### config.mk
export PLATFORM = sky130hd
export DESIGN_NAME = mem_burst_reader
export DESIGN_NICKNAME = d
export VERILOG_FILES = /design/src/rtl/mem_burst_reader_pkg.sv /design/src/rtl/mem_burst_reader.sv
export SDC_FILE = /design/constraint.sdc
export NUM_CORES = 1
export LEC_CHECK = 0
export CAP_MARGIN = 20
export CORE_MARGIN = 3
export CORE_UTILIZATION = 45
export CTS_CLUSTER_SIZE = 16
export DETAILED_ROUTE_END_ITERATION = 7
export PLACE_DENSITY_LB_ADDON = 0.1
export SYNTH_ARGS = -nofsm -noshare
export SYNTH_HDL_FRONTEND = slang
export SYNTH_SLANG_ARGS = --single-unit
### constraint.sdc
create_clock -name clk -period 1.9 [get_ports clk]
set_input_delay 0.19 -clock clk [delete_from_list [all_inputs] [get_ports clk]]
set_output_delay 0.19 -clock clk [all_outputs]
set_load 0.05 [all_outputs]
### src/rtl/mem_burst_reader_pkg.sv
// Shared definitions for the burst read initiator:
// FSM encodings and a constant-safe clog2.
package mem_burst_reader_pkg;

   localparam logic [1:0] ST_IDLE  = 2'd0;
   localparam logic [1:0] ST_READ  = 2'd1;
   localparam logic [1:0] ST_DRAIN = 2'd2;

   function automatic integer clog2(input integer v);
      integer r;
      integer x;
      r = 0;
      x = v - 1;
      while (x > 0) begin
         r = r + 1;
         x = x >> 1;
      end
      return r;
   endfunction

endpackage

### src/rtl/mem_burst_reader.sv
// Burst read initiator: walks RAM addresses and streams each
// returned word through a single valid/ready output register.
module mem_burst_reader
   import mem_burst_reader_pkg::*;
#(
   parameter int WIDTH = 8,
   parameter int DEPTH = 16,
   localparam int ADDR = clog2(DEPTH)
) (
   input  logic             clk,
   input  logic             rst_n,
   input  logic             start,
   input  logic [ADDR-1:0]  start_addr,
   input  logic [ADDR:0]    length,
   output logic             busy,
   output logic             done,
   output logic [ADDR-1:0]  mem_read_addr,
   input  logic [WIDTH-1:0] mem_read_data,
   output logic [WIDTH-1:0] out_data,
   output logic             out_valid,
   input  logic             out_ready
);

   logic [1:0]       state_q, state_d;
   logic [ADDR-1:0]  addr_q, addr_d;
   logic [ADDR:0]    rem_q, rem_d;
   logic [WIDTH-1:0] data_q, data_d;
   logic             valid_q, valid_d;
   logic             busy_q, busy_d;
   logic             done_q, done_d;
   logic             slot_free;
   logic [ADDR-1:0]  addr_inc;

   assign slot_free = !valid_q || out_ready;
   assign addr_inc  = (addr_q == ADDR'(DEPTH - 1)) ? '0 : addr_q + 1'b1;

   always_comb begin
      state_d = state_q;
      addr_d  = addr_q;
      rem_d   = rem_q;
      data_d  = data_q;
      valid_d = valid_q;
      busy_d  = busy_q;
      done_d  = 1'b0;
      unique case (state_q)
         ST_IDLE: begin
            if (start) begin
               if (length != '0) begin
                  addr_d  = start_addr;
                  rem_d   = length;
                  busy_d  = 1'b1;
                  state_d = ST_READ;
               end else begin
                  done_d = 1'b1;
               end
            end
         end
         ST_READ: begin
            // Capture only when the output register can take a word
            if (slot_free) begin
               data_d  = mem_read_data;
               valid_d = 1'b1;
               addr_d  = addr_inc;
               rem_d   = rem_q - 1'b1;
               if (rem_q == (ADDR + 1)'(1)) begin
                  state_d = ST_DRAIN;
               end
            end
         end
         ST_DRAIN: begin
            if (valid_q && out_ready) begin
               valid_d = 1'b0;
               done_d  = 1'b1;
               busy_d  = 1'b0;
               state_d = ST_IDLE;
            end
         end
         default: begin
            state_d = ST_IDLE;
         end
      endcase
   end

   always_ff @(posedge clk) begin
      if (!rst_n) begin
         state_q <= ST_IDLE;
         addr_q  <= '0;
         rem_q   <= '0;
         data_q  <= '0;
         valid_q <= 1'b0;
         busy_q  <= 1'b0;
         done_q  <= 1'b0;
      end else begin
         state_q <= state_d;
         addr_q  <= addr_d;
         rem_q   <= rem_d;
         data_q  <= data_d;
         valid_q <= valid_d;
         busy_q  <= busy_d;
         done_q  <= done_d;
      end
   end

   assign busy          = busy_q;
   assign done          = done_q;
   assign mem_read_addr = addr_q;
   assign out_data      = data_q;
   assign out_valid     = valid_q;

endmodule

==> impl_metrics.ini <==
[run_status]
status = complete, no violations

[detailed_routing]
antenna_left = 0
drcViolationCount = 0
wl_per_cell_um = 13.82
vias = 1071
first_pass_iters = 4
routed_via_density = 5.437
drt_iter0_drc = 42
totalWireLength_um = 2723

[placement]
preCtsSetupSlack_ns = 0.03497
port_buffers = 35
place.gp.congestion = 0.7821
post-place-cells = 193
dp_hpwl_um = 2072

[floorplan]
die_w_um = 55.61
placeableCoreArea_um2 = 2276
initial_core_util_pct = 48.65
dieArea_um2 = 3092
pin_count = 36
rows = 17
die_y_um = 55.61

[global_routing]
overflow = 0
antenna_found_initial = 0
grt_pass1_vias = 1002
grt_max_degree = 13
track_usage_pct = 17.50
grt_first_pass_wirelength_um = 4478

[yosys]
syn_nets = 158
syn_avg_cell_area_um2 = 8.264
synth_cell_types = 39
yosysSeqAreaShare_pct = 39.77
synth_edf_count = 0
ys.warnings.count = 0
synthCells = 134
synthFlopType = dfxtp_1
synth-async-reset-ratio_pct = 0
synth_seq_cells = 22
syn-cell-area_um2 = 1107

[cts]
numCtsBuffers = 3
cts_tree = yes
insertion_delay_ns = 0.31
clkTransAtPathRegs_ns = 0.13
cts-root-buf = clkbuf_4
h-tree-depth = 1
cts_buffer_depth = 2
cts.sinks = 22
ctsResizeCount = 0
cts_setup_buffers = 0
ctsHoldBuffers = 0

[layout]
instances_no_fill = 197
drive_gt1_share_pct = 10.06
multiInputGateArea_um2 = 613.1
fillers = 194
seq_area_um2 = 440.4
nNetsFinal = 194
area_growth_pct = 37.29
diodes = 0

[sta]
setup_ws_ns = 0.1164
min_period_ns = 1.784
timing_hold_violations_final = 0
timing.setup.tns_ns = 0
tightestPinTransition_ns = 0.5018
fin_crit_sh_pct = 93.87
fmax_mhz = 560.7
skew_ns = 0.007755
setup_viol = 0
rsz0062_at_grt = false
drv_slew = 0
slew_headroom_pct = 66.44

[setup_path]
cpLargestDelayFamily = buffers and inverters
cp_slowest_cell = clkdlybuf4s50_1
critPathKind = flop to primary output
cp.arrival_ns = 1.59
path_cells = clkdlybuf4s50_1
critPathBufInv = 1
worstPathRequired_ns = 1.71
end_kind = primary output
start_kind = flop
crit_fanout = 6
cpPeakStageDelay_ns = 0.84

[power_and_ir_drop]
total_power_uw = 1260
power_density_nw_per_um2 = 829.1
leakage_uw = 0.0005614
ir_drop_uv = 635.8

[min_path]
min_path_type = input port to flop

[flow_run]
maxCapViolCount = 0
cell families (layout without fill, tap and decap cells):
kind of cell             count (synthesis)  in the layout  share of synthesized area, %
AO/OA/AOI/OAI                           37             37                         23.28
AND/OR/NAND/NOR                         58             58                         26.89
multiplexers                             2              2                         1.808
adder cells (fa/ha/maj)                  3              3                         3.390
flip-flops                              22             22                         39.77
buffers and inverters                   12             47                         4.859
registers in the layout, indices dropped and copies added, names as in the netlist:
| signal | count |
|---|---|
| out_valid | 1 |
| done | 1 |
| out_data | 8 |
| busy | 1 |
| mem_read_addr | 4 |
| rem_q | 5 |
| state_q | 2 |
power by group:
part           leakage, uW  switching [uW]  internal (uW)
combinational     0.000360             257            183
sequential        0.000181            48.8            510
clock            0.0000210             144            117
total             0.000561             450            810
per-layer routing:
layer | track usage [%] | share of wire (%)
met1 | 22.79 | 46
met2 | 28.72 | 47
met3 | 5.336 | 7.4
met4 | 3.125 | 0
met5 | 0 | 0
metrics by stage:
| step | util [%] | cell area [um^2] | hold slack, ns |
|---|---|---|---|
| finish | 66.79 | 1520 | 0.4114 |
| global route | 66.79 | 1520 | 0.4042 |
| CTS | 66.79 | 1520 | 0.4098 |
| detailed placement | 65.20 | 1484 | 0.4528 |
| global placement | 65.20 | 1484 | 0.4421 |
| floorplan | - | 1107 | 0.3260 |
layout make-up:
class | instances | area share, %
Clock buffer | 4 | 2.387
Tap cell | 28 | 2.305
Sequential cell | 22 | 28.97
Timing Repair Buffer | 39 | 25.02
Inverter | 4 | 0.9877
Multi-Input combinational cell | 100 | 40.33
final timing paths:
kind                                       from  slack (ns)                       end  cells after the start
hold reg to reg        out_data[1]$_SDFFE_PN0P_        0.47  out_data[1]$_SDFFE_PN0P_                      2
hold / removal                 mem_read_data[1]        0.41  out_data[1]$_SDFFE_PN0P_                      3
setup / recovery  mem_read_addr[0]$_SDFFE_PN0P_        0.12          mem_read_addr[0]                      1
setup reg to reg        state_q[0]$_SDFFE_PN0P_        0.36     rem_q[4]$_SDFFE_PN0P_                      5
layout by cell type, fill, tap and decap left out, types with 2 or more instances in the layout:
master and count:
nor3_1 5, nand2_1 30, a311oi_1 2, buf_4 4, nor2b_1 3, clkdlybuf4s50_1 35
nor3b_2 2, nand2b_1 4, a22oi_1 2, nand3_1 2, o22ai_1 4, ha_1 3
inv_1 4, o21ai_0 3, dfxtp_1 22, nor2_1 4, nand4b_1 2, clkbuf_4 3
mux2i_1 2, a21oi_1 13
synthesized netlist by cell type (2+ instances only):
cell type	count	share of area [%]
o21ai_0	3	1.4
nand2_1	30	10
nand2b_1	4	2.3
mux2i_1	2	1.8
nand3_1	2	0.90
nor3_1	5	2.3
ha_1	3	3.4
a22oi_1	2	1.4
buf_2	4	1.8
inv_1	4	1.4
o22ai_1	4	2.3
nor3b_2	2	2.3
nor2b_1	3	1.7
a311oi_1	2	1.6
nor2_1	4	1.4
clkbuf_1	3	1.0
dfxtp_1	22	40
nand4b_1	2	1.6
a21oi_1	13	5.9
worst min-delay path, cell delays in order:
cell and delay [ns]:
clkdlybuf4s50_1 0.39, nand2_1 0.06, a21oi_1 0.05
No activity file was read; power rests on OpenSTA's default activity.
